==> config.mk <==
export PLATFORM = sky130hd
export DESIGN_NAME = am9513_cai_dispatch
export DESIGN_NICKNAME = d
export VERILOG_FILES = /design/src/rtl/am9513_cai_dispatch.sv
export SDC_FILE = /design/constraint.sdc
export NUM_CORES = 1
export LEC_CHECK = 0
export ABC_AREA = 1
export BUFFER_PORTS_ARGS = -buffer_cell sky130_fd_sc_hd__clkbuf_2
export CAP_MARGIN = 5
export CORE_UTILIZATION = 40
export CTS_CLUSTER_DIAMETER = 100
export DETAILED_ROUTE_END_ITERATION = 10
export PLACE_DENSITY = 0.65
export SETUP_SLACK_MARGIN = 0.5
export SYNTH_ARGS = -nofsm -noshare
export SYNTH_HDL_FRONTEND = slang
export SYNTH_SLANG_ARGS = --single-unit
==> constraint.sdc <==
create_clock -name clk -period 5.9 [get_ports clk]
set_input_delay 1.475 -clock clk [delete_from_list [all_inputs] [get_ports clk]]
set_output_delay 1.475 -clock clk [all_outputs]
set_load 0.01 [all_outputs]
==> src/rtl/am9513_cai_dispatch.sv <==
// am9513_cai_dispatch
// CAI submit front-end for the Am9513 accelerator. Validates and decodes
// vendor opcodes and submit flags, tracks a per-context personality, buffers
// accepted commands in a small issue FIFO and keeps per-context sticky IEEE
// exception flags fed by the completion path.
module am9513_cai_dispatch #(
    parameter int DEPTH      = 4,
    parameter int NUM_CTX    = 4,
    parameter int CTX_W      = (NUM_CTX > 1) ? $clog2(NUM_CTX) : 1,
    parameter int RESET_MODE = 2
) (
    input  logic                         clk,
    input  logic                         rst_n,
    // submit path
    input  logic                         sub_valid,
    output logic                         sub_ready,
    input  logic [31:0]                  sub_opcode,
    input  logic [31:0]                  sub_flags,
    input  logic [CTX_W-1:0]             sub_ctx,
    input  logic [7:0]                   sub_tag,
    // issue path
    output logic                         iss_valid,
    input  logic                         iss_ready,
    output logic [7:0]                   iss_func,
    output logic [7:0]                   iss_fmt,
    output logic [7:0]                   iss_src_fmt,
    output logic [2:0]                   iss_mode,
    output logic                         iss_rd_valid,
    output logic [3:0]                   iss_rd,
    output logic [CTX_W-1:0]             iss_ctx,
    output logic [7:0]                   iss_tag,
    // reject report
    output logic                         rej_valid,
    output logic [1:0]                   rej_code,
    output logic [7:0]                   rej_tag,
    // completion and sticky flag access
    input  logic                         cmp_valid,
    input  logic [CTX_W-1:0]             cmp_ctx,
    input  logic [4:0]                   cmp_flags,
    input  logic                         flag_clr_valid,
    input  logic [CTX_W-1:0]             flag_clr_ctx,
    input  logic [4:0]                   flag_clr_mask,
    input  logic [CTX_W-1:0]             flag_rd_ctx,
    output logic [4:0]                   flag_rd_data,
    output logic [$clog2(DEPTH+1)-1:0]   pend_count
);

    localparam int PTR_W = $clog2(DEPTH);
    localparam int CNT_W = $clog2(DEPTH + 1);

    localparam logic [7:0] FUNC_CONV = 8'h10;
    localparam logic [2:0] MODE_P2   = 3'd2;
    localparam logic [2:0] MODE_MAX  = 3'd2;

    localparam logic [1:0] REJ_NONE     = 2'd0;
    localparam logic [1:0] REJ_NOT_VEND = 2'd1;
    localparam logic [1:0] REJ_BAD_FUNC = 2'd2;
    localparam logic [1:0] REJ_BAD_MODE = 2'd3;

    // One queued command as it will be presented to the datapath
    typedef struct packed {
        logic [7:0]       func;
        logic [7:0]       fmt;
        logic [7:0]       src_fmt;
        logic [2:0]       mode;
        logic             rd_valid;
        logic [3:0]       rd;
        logic [CTX_W-1:0] ctx;
        logic [7:0]       tag;
    } entry_t;

    // Per-context state
    logic [2:0]       ctx_mode [NUM_CTX];
    logic [4:0]       sticky   [NUM_CTX];

    // Issue queue state
    entry_t           q_mem [DEPTH];
    logic [PTR_W-1:0] wr_ptr;
    logic [PTR_W-1:0] rd_ptr;
    logic [CNT_W-1:0] count;

    // Decode results for the current submit
    logic [7:0]       dec_func;
    logic [7:0]       dec_fmt;
    logic [7:0]       dec_src_fmt;
    logic             func_legal;
    logic             is_conv;
    logic             mode_en;
    logic [2:0]       mode_field;
    logic             mode_bad;
    logic [2:0]       eff_mode;
    logic             needs_p2;
    logic             tier_bad;
    logic [1:0]       dec_code;
    entry_t           new_entry;

    // Handshake qualifiers
    logic             full;
    logic             accept;
    logic             push;
    logic             reject;
    logic             pop;

    // Opcode/flag fields that carry no meaning for this block
    logic             unused_bits;
    assign unused_bits = ^{sub_opcode[30:16], sub_flags[31:12]};

    assign full      = (count == CNT_W'(DEPTH));
    assign sub_ready = !full;
    assign accept    = sub_valid && sub_ready;
    assign push      = accept && (dec_code == REJ_NONE);
    assign reject    = accept && (dec_code != REJ_NONE);
    assign iss_valid = (count != '0);
    assign pop       = iss_valid && iss_ready;

    // Opcode decode, mode resolution, tier gating and reject priority
    always_comb begin
        dec_func    = sub_opcode[7:0];
        dec_fmt     = sub_opcode[15:8];
        func_legal  = ((dec_func >= 8'h01) && (dec_func <= 8'h0A)) ||
                      ((dec_func >= 8'h10) && (dec_func <= 8'h14)) ||
                      ((dec_func >= 8'h20) && (dec_func <= 8'h27));
        is_conv     = (dec_func == FUNC_CONV);
        mode_en     = !is_conv && sub_flags[0];
        mode_field  = sub_flags[3:1];
        mode_bad    = mode_en && (mode_field > MODE_MAX);
        eff_mode    = mode_en ? mode_field : ctx_mode[sub_ctx];
        needs_p2    = ((dec_func >= 8'h06) && (dec_func <= 8'h0A)) ||
                      ((dec_func >= 8'h11) && (dec_func <= 8'h14));
        tier_bad    = needs_p2 && (eff_mode != MODE_P2);
        dec_src_fmt = is_conv ? sub_flags[7:0] : 8'h00;

        if (!sub_opcode[31]) begin
            dec_code = REJ_NOT_VEND;
        end else if (!func_legal) begin
            dec_code = REJ_BAD_FUNC;
        end else if (mode_bad || tier_bad) begin
            dec_code = REJ_BAD_MODE;
        end else begin
            dec_code = REJ_NONE;
        end
    end

    // Assemble the queue entry for an accepted submit
    always_comb begin
        new_entry          = '0;
        new_entry.func     = dec_func;
        new_entry.fmt      = dec_fmt;
        new_entry.src_fmt  = dec_src_fmt;
        new_entry.mode     = eff_mode;
        new_entry.rd_valid = sub_flags[4];
        new_entry.rd       = sub_flags[11:8];
        new_entry.ctx      = sub_ctx;
        new_entry.tag      = sub_tag;
    end

    // Per-context personality: only a successfully enqueued submit may change it
    always_ff @(posedge clk or negedge rst_n) begin
        if (!rst_n) begin
            for (int c = 0; c < NUM_CTX; c++) begin
                ctx_mode[c] <= 3'(RESET_MODE);
            end
        end else if (push && mode_en) begin
            ctx_mode[sub_ctx] <= mode_field;
        end
    end

    // Issue FIFO storage; cleared at reset so the head fields read as zero
    always_ff @(posedge clk or negedge rst_n) begin
        if (!rst_n) begin
            for (int i = 0; i < DEPTH; i++) begin
                q_mem[i] <= '0;
            end
        end else if (push) begin
            q_mem[wr_ptr] <= new_entry;
        end
    end

    // FIFO pointers and occupancy; pointers wrap naturally at power-of-two depth
    always_ff @(posedge clk or negedge rst_n) begin
        if (!rst_n) begin
            wr_ptr <= '0;
            rd_ptr <= '0;
            count  <= '0;
        end else begin
            if (push) begin
                wr_ptr <= wr_ptr + PTR_W'(1);
            end
            if (pop) begin
                rd_ptr <= rd_ptr + PTR_W'(1);
            end
            if (push && !pop) begin
                count <= count + CNT_W'(1);
            end else if (pop && !push) begin
                count <= count - CNT_W'(1);
            end
        end
    end

    // Registered one-cycle reject report
    always_ff @(posedge clk or negedge rst_n) begin
        if (!rst_n) begin
            rej_valid <= 1'b0;
            rej_code  <= REJ_NONE;
            rej_tag   <= 8'h00;
        end else begin
            rej_valid <= reject;
            if (reject) begin
                rej_code <= dec_code;
                rej_tag  <= sub_tag;
            end
        end
    end

    // Sticky exception flags: clear first, then OR in new completions so set wins
    always_ff @(posedge clk or negedge rst_n) begin
        if (!rst_n) begin
            for (int c = 0; c < NUM_CTX; c++) begin
                sticky[c] <= 5'b0;
            end
        end else begin
            for (int c = 0; c < NUM_CTX; c++) begin
                sticky[c] <= (sticky[c] &
                              ~((flag_clr_valid && (flag_clr_ctx == CTX_W'(c))) ? flag_clr_mask : 5'b0)) |
                             ((cmp_valid && (cmp_ctx == CTX_W'(c))) ? cmp_flags : 5'b0);
            end
        end
    end

    assign iss_func     = q_mem[rd_ptr].func;
    assign iss_fmt      = q_mem[rd_ptr].fmt;
    assign iss_src_fmt  = q_mem[rd_ptr].src_fmt;
    assign iss_mode     = q_mem[rd_ptr].mode;
    assign iss_rd_valid = q_mem[rd_ptr].rd_valid;
    assign iss_rd       = q_mem[rd_ptr].rd;
    assign iss_ctx      = q_mem[rd_ptr].ctx;
    assign iss_tag      = q_mem[rd_ptr].tag;

    assign flag_rd_data = sticky[flag_rd_ctx];
    assign pend_count   = count;

endmodule

==> results of run 1 <==
==> per-stage QoR <==
step | cell area (µm²) | util [%] | setup slack, ns
finish | 11390 | 46.97 | 1.744
CTS | 11390 | 46.96 | 1.719
detailed placement | 10610 | 43.75 | 1.531
floorplan | 9873 | - | 2.242
global placement | 10610 | 43.75 | 1.521
global route | 11390 | 46.97 | 1.518
==> state kept, by name, summed over array words and instances (netlist names) <==
register,cells
q_mem,168
sticky,20
ctx_mode,12
rej_tag,8
pend_count,3
rd_ptr,2
rej_code,2
wr_ptr,2
rej_valid,1
==> kinds of logic (layout without fill, tap and decap cells) <==
kind of cell | after synthesis | count (layout)
and+or+nand+nor | 417 | 417
AOI/OAI and AO/OA | 361 | 361
DFF | 218 | 218
buffers and inverters | 142 | 252
adders and majority gates | 6 | 6
xor gates and xnor gates | 4 | 4
other | 0 | 1
==> cells in the final DEF (no fill, tap or decap), types with 2 or more instances in the layout <==
cell and instances:
inv_1 69, inv_2 7, o22ai_1 46, clkinv_2 6, clkbuf_2 122, nand2_4 4, dfrtp_1 213, xor2_1 3
nor3_1 6, o21ai_1 72, nand2_1 230, clkbuf_1 5, clkinv_1 2, ha_1 5, nand2_8 3, buf_4 4
nand2_2 4, o21ai_0 225, a21boi_0 3, clkbuf_8 7, nand3_1 35, clkbuf_16 25, a21oi_1 14, nand3_2 2
dfstp_2 4, nor2_1 126, nor2_4 3
==> cell type report <==
cell class	instances	area (µm²)	area share, %
timing repair buffer	128	674.4	5.921
clock inverter	8	52.55	0.4614
antenna	1	2.502	0.02197
clock buffer	36	726.9	6.382
tap	324	405.4	3.559
sequential	218	5461	47.95
multi-input combinational	788	3762	33.03
inverter	80	304.0	2.669
==> per-layer routing <==
metal	wire length, µm	vias to the layer above
li1	-	4004
met4	418	0
met1	11800	3835
met5	0	-
met2	10960	197
met3	1334	27
==> worst max-delay path, stage by stage, from the launching register on <==
cell      delay [ns]
dfrtp_2         0.36
clkinv_2        0.71
o21ai_0         0.42
a21oi_1         0.09
a21oi_1         0.36
clkbuf_2        0.20
==> report_power, final <==
part | total [mW] | internal (mW) | leakage, nW | switching, mW
combinational | 1.78 | 0.645 | 2.24 | 1.14
sequential | 2.08 | 1.89 | 2.85 | 0.200
clock | 1.46 | 0.855 | 0.387 | 0.606
==> worst paths after layout <==
check | startpoint | to | slack, ns
max in group asynchronous | rst_n | q_mem[50] | 3.82
setup reg to reg | ctx_mode[10] | pend_count[2] | 2.87
hold reg to reg | ctx_mode[1] | ctx_mode[1] | 0.46
hold / removal | ctx_mode[1] | ctx_mode[1] | 0.46
min in group asynchronous | rst_n | q_mem[11] | 1.00
setup / recovery | rd_ptr[0] | iss_func[7] | 1.74
==> impl_metrics.yaml, run 1 <==
synth:
  synthXorXnorAreaFrac_pct: 0.3548
  synth_top_family_by_area: "compound AO/OA/AOI/OAI gates"
  yosys.area_share.simple_pct: 17.87
  synth_nets: 1250
  synth_edf_count: 0
  synth_area_per_cell_um2: 8.600
  ys_ff_latch: 218
  yosysTopAreaCellShare_pct: 54.24
  yosysMostFrequentCell: "nand2_1"
  muxShareOfSynthArea_pct: 0
  synth_compound_area_share_pct: 19.00
  synth.yosys.seq_area_share_pct: 55.30
  synthCells: 1148
  syn_area_um2: 9873
  synth_cell_types: 36
  yosysWarningCount: 0
  yosys-top-cells-count: "nand2_1 (230), o21ai_0 (225), dfrtp_1 (214)"
  synthArstFlopShare_pct: 100.0
  synthTopCellsByArea: "dfrtp_1 (54%), o21ai_0 (11%), nand2_1 (8.7%), nor2_1 (4.8%), o21ai_1 (3.6%)"
  ys.flop_type: "dfrtp_1"
  synthAdderAreaFrac_pct: 0.8364
  synth.largest_area_cell: "dfrtp_1"
worst_setup_path:
  critical_path.max_fanout: 68
  critPathCaptureType: "output port"
  worstSetupPathType: "reg2out"
  required_ns: 4.43
  rr_worst_depth: 16
  critPathArrivalTime_ns: 2.68
  start_kind: "flop"
global_route:
  grt_usage_pct: 19.79
  grt_use_met3_pct: 3.308
  grt_start_max_net_pins: 87
  grt-ovfl-total: 0
  grtUsageMet2_pct: 31.12
  use_met1_pct: 28.28
  grt_busiest_layer: "met2"
  grt_pass1_vias: 7776
  antenna_found_initial: 1
  grt_pass1_wl_mm: 40.79
floorplan:
  pin_count: 159
  die_x_um: 159.1
  start_util_pct: 40.72
  die_h_um: 159.1
  core_area_um2: 24250
  rows: 57
  dieArea_um2: 25320
pwr:
  vdd.ir_drop.worst_mv: 0.3156
  cellPowerDensity_nw_per_um2: 467.9
  p_total_mw: 5.329
  p_leak_nw: 5.476
sta:
  post-route-min-period_ns: 4.156
  hold_ws_ns: 0.4614
  finalSetupTns_ns: 0
  fmax_mhz: 240.6
  drv_slew: 0
  skew_ns: 0.01651
  slew_headroom_pct: 37.63
  worstMarginPinSlew_ns: 0.9356
  rsz0062_at_grt: "no"
  setup_viol: 0
  finalHoldViolations: 0
  fin_crit_sh_pct: 70.45
finish:
  fin_nets: 1343
  layoutNonFillerInstCount: 1583
  drive_above_1_share_pct: 15.90
  nFillCells: 2406
  area_growth_pct: 15.36
placement:
  placed_cells: 1538
  gp_congestion: 0.7904
  hpwl_mm: 14.58
  io_buffers: 123
clock_network:
  clockBufferDepth: 3
  numCtsBuffers: 25
  clk_latency_ns: 0.52
  post_cts_resized: 0
  cts_tree: "yes"
  holdBufCountCts: 0
  cts.sinks: 218
  path_clk_slew_ns: 0.06
  htreeDepth: 1
  root_buffer: "clkbuf_16"
  post_cts_buffers: 0
job:
  maxCapViolCount: 0
min_path:
  hold_path.class: "reg2reg"
  hold_depth: 2
drt:
  ant_nets: 0
  drtIter0Drc: 561
  drt-vias-per-instance: 5.093
  wl_mm: 24.51
  drc: 0
  vias: 8063
  dr.pass1.iters: 5
  wl_per_cell_um: 15.48
outcome:
  status: "completed"
(Power assumes the default switching activity.)
==> run 2, diff against run 1 <==
Settings changed: PLACE_DENSITY 0.65 to 0.67.
Clock period 5.9 ns to 3.3 ns, I/O delays scaled along.
==> impl_metrics.yaml, run 2 (synthesis results as in run 1) <==
sta:
  fmax_mhz: 365.7
  finalSetupTns_ns: 0
  fin_crit_sh_pct: 82.87
  slew_headroom_pct: 55.49
  worstMarginPinSlew_ns: 0.6677
  post-route-min-period_ns: 2.735
  finalHoldViolations: 0
  rsz0062_at_grt: "no"
  finalWorstSetupSlack_ns: 0.5651
  drv_slew: 0
  skew_ns: 0.02303
  setup_viol: 0
clock_network:
  cts_tree: "yes"
  numCtsBuffers: 25
  cts.sinks: 218
  clk_latency_ns: 0.53
  clockBufferDepth: 3
  path_clk_slew_ns: 0.06
  htreeDepth: 1
  root_buffer: "clkbuf_16"
finish:
  area_growth_pct: 20.30
  layoutNonFillerInstCount: 1607
  layout_commonest_cell: "nand2_1"
  fin_util_pct: 48.98
  largest-register: "q_mem"
  final_cell_mix: "nand2_1 (228), o21ai_0 (224), dfrtp_1 (213), nor2_1 (124), clkbuf_2 (122)"
  fin_nets: 1368
  n_antenna_cell: 0
  largest_reg_flops: 168
  largestRegisters: "q_mem x168, sticky x20, ctx_mode x12"
  drive_above_1_share_pct: 18.39
placement:
  gp_congestion: 0.8321
  hpwl_mm: 15.88
  io_buffers: 123
  pre_cts_slack_ns: 0.08401
  placed_cells: 1561
drt:
  vias: 8202
  drc: 0
  wl_mm: 24.80
  dr.pass1.iters: 5
  wl_per_cell_um: 15.43
  drt-vias-per-instance: 5.104
  drtIter0Drc: 626
  ant_nets: 0
floorplan:
  core_area_um2: 24250
  pin_count: 159
  rows: 57
  die_x_um: 159.1
  dieArea_um2: 25320
  start_util_pct: 40.72
  die_h_um: 159.1
worst_setup_path:
  critPathArrivalTime_ns: 1.91
  required_ns: 2.47
  critPathCaptureType: "output port"
  rr_worst_depth: 16
  start_kind: "flop"
  critical_path.max_fanout: 41
  worstSetupPathType: "reg2out"
global_route:
  grt_pass1_wl_mm: 40.81
  grt_pass1_vias: 7980
  grt_usage_pct: 19.66
  grt-ovfl-total: 0
  antenna_found_initial: 0
  grt_start_max_net_pins: 85
outcome:
  status: "completed"
pwr:
  p_leak_nw: 5.689
  vdd.ir_drop.worst_mv: 0.5227
  cellPowerDensity_nw_per_um2: 824.0
min_path:
  hold_path.class: "in2async"
job:
  maxCapViolCount: 0
[run 2: changes by cell type in the layout (fill, tap and decap cells not counted), moves of 4 or more]
cell      previous run  this run
inv_2                7         1
buf_4                4        15
clkbuf_8             7         2
inv_6                1         5
buf_12               1        10
[run 2: routing by layer]
layer / wire [µm] / GRT usage [%]
met1: 11600 / 27.42
met2: 11320 / 31.32
met3: 1567 / 4.168
met4: 306 / 4.808
met5: 0 / 0
[run 2: area by class of cell]
| type | instances | area, µm² |
|---|---|---|
| sequential | 218 | 5461 |
| clock buffer | 32 | 671.9 |
| clock inverter | 12 | 118.9 |
| timing repair buffer | 153 | 1041 |
| multi-input combinational | 788 | 3815 |
| inverter | 80 | 364.1 |
| tap | 324 | 405.4 |
| fill | 2321 | 12370 |
[run 2: metrics by stage]
| stage | power, mW | area [µm²] | hold slack (ns) |
|---|---|---|---|
| global route | 10.45 | 11880 | 0.3644 |
| finish | 9.787 | 11880 | 0.3136 |
| CTS | 9.768 | 11800 | 0.3376 |
| global placement | 6.962 | 10990 | 0.4542 |
| floorplan | 5.793 | 9967 | 0.4410 |
| detailed placement | 7.031 | 10990 | 0.4581 |
[run 2: where the power goes]
group          switching [mW]  leakage, nW  internal, mW
logic                    2.08         2.45          1.30
registers               0.375         2.85          3.37
clock network            1.07        0.389          1.59
[run 2: worst paths after layout]
path,endpoint,slack (ns),startpoint
setup reg to reg,pend_count[2],0.81,ctx_mode[10]
min in group clk,ctx_mode[10],0.46,ctx_mode[10]
hold / removal,q_mem[138],0.31,rst_n
hold reg to reg,ctx_mode[10],0.46,ctx_mode[10]
setup / recovery,iss_src_fmt[1],0.57,rd_ptr[0]
max in group asynchronous,rej_valid,2.08,rst_n
[run 2: repair_timing]
action                     4_1_cts  5_1_grt
setup buffers                    0        1
hold buffers                     0        0
setup endpoints to repair       42       16
cloned                           0        1
resized for setup                6        8
[run 2: worst max-delay path: stages, from the launching register on]
cell	delay, ns
dfrtp_2	0.47
buf_4	0.18
clkbuf_16	0.25
nor2_1	0.07
o22ai_1	0.22
clkbuf_2	0.18
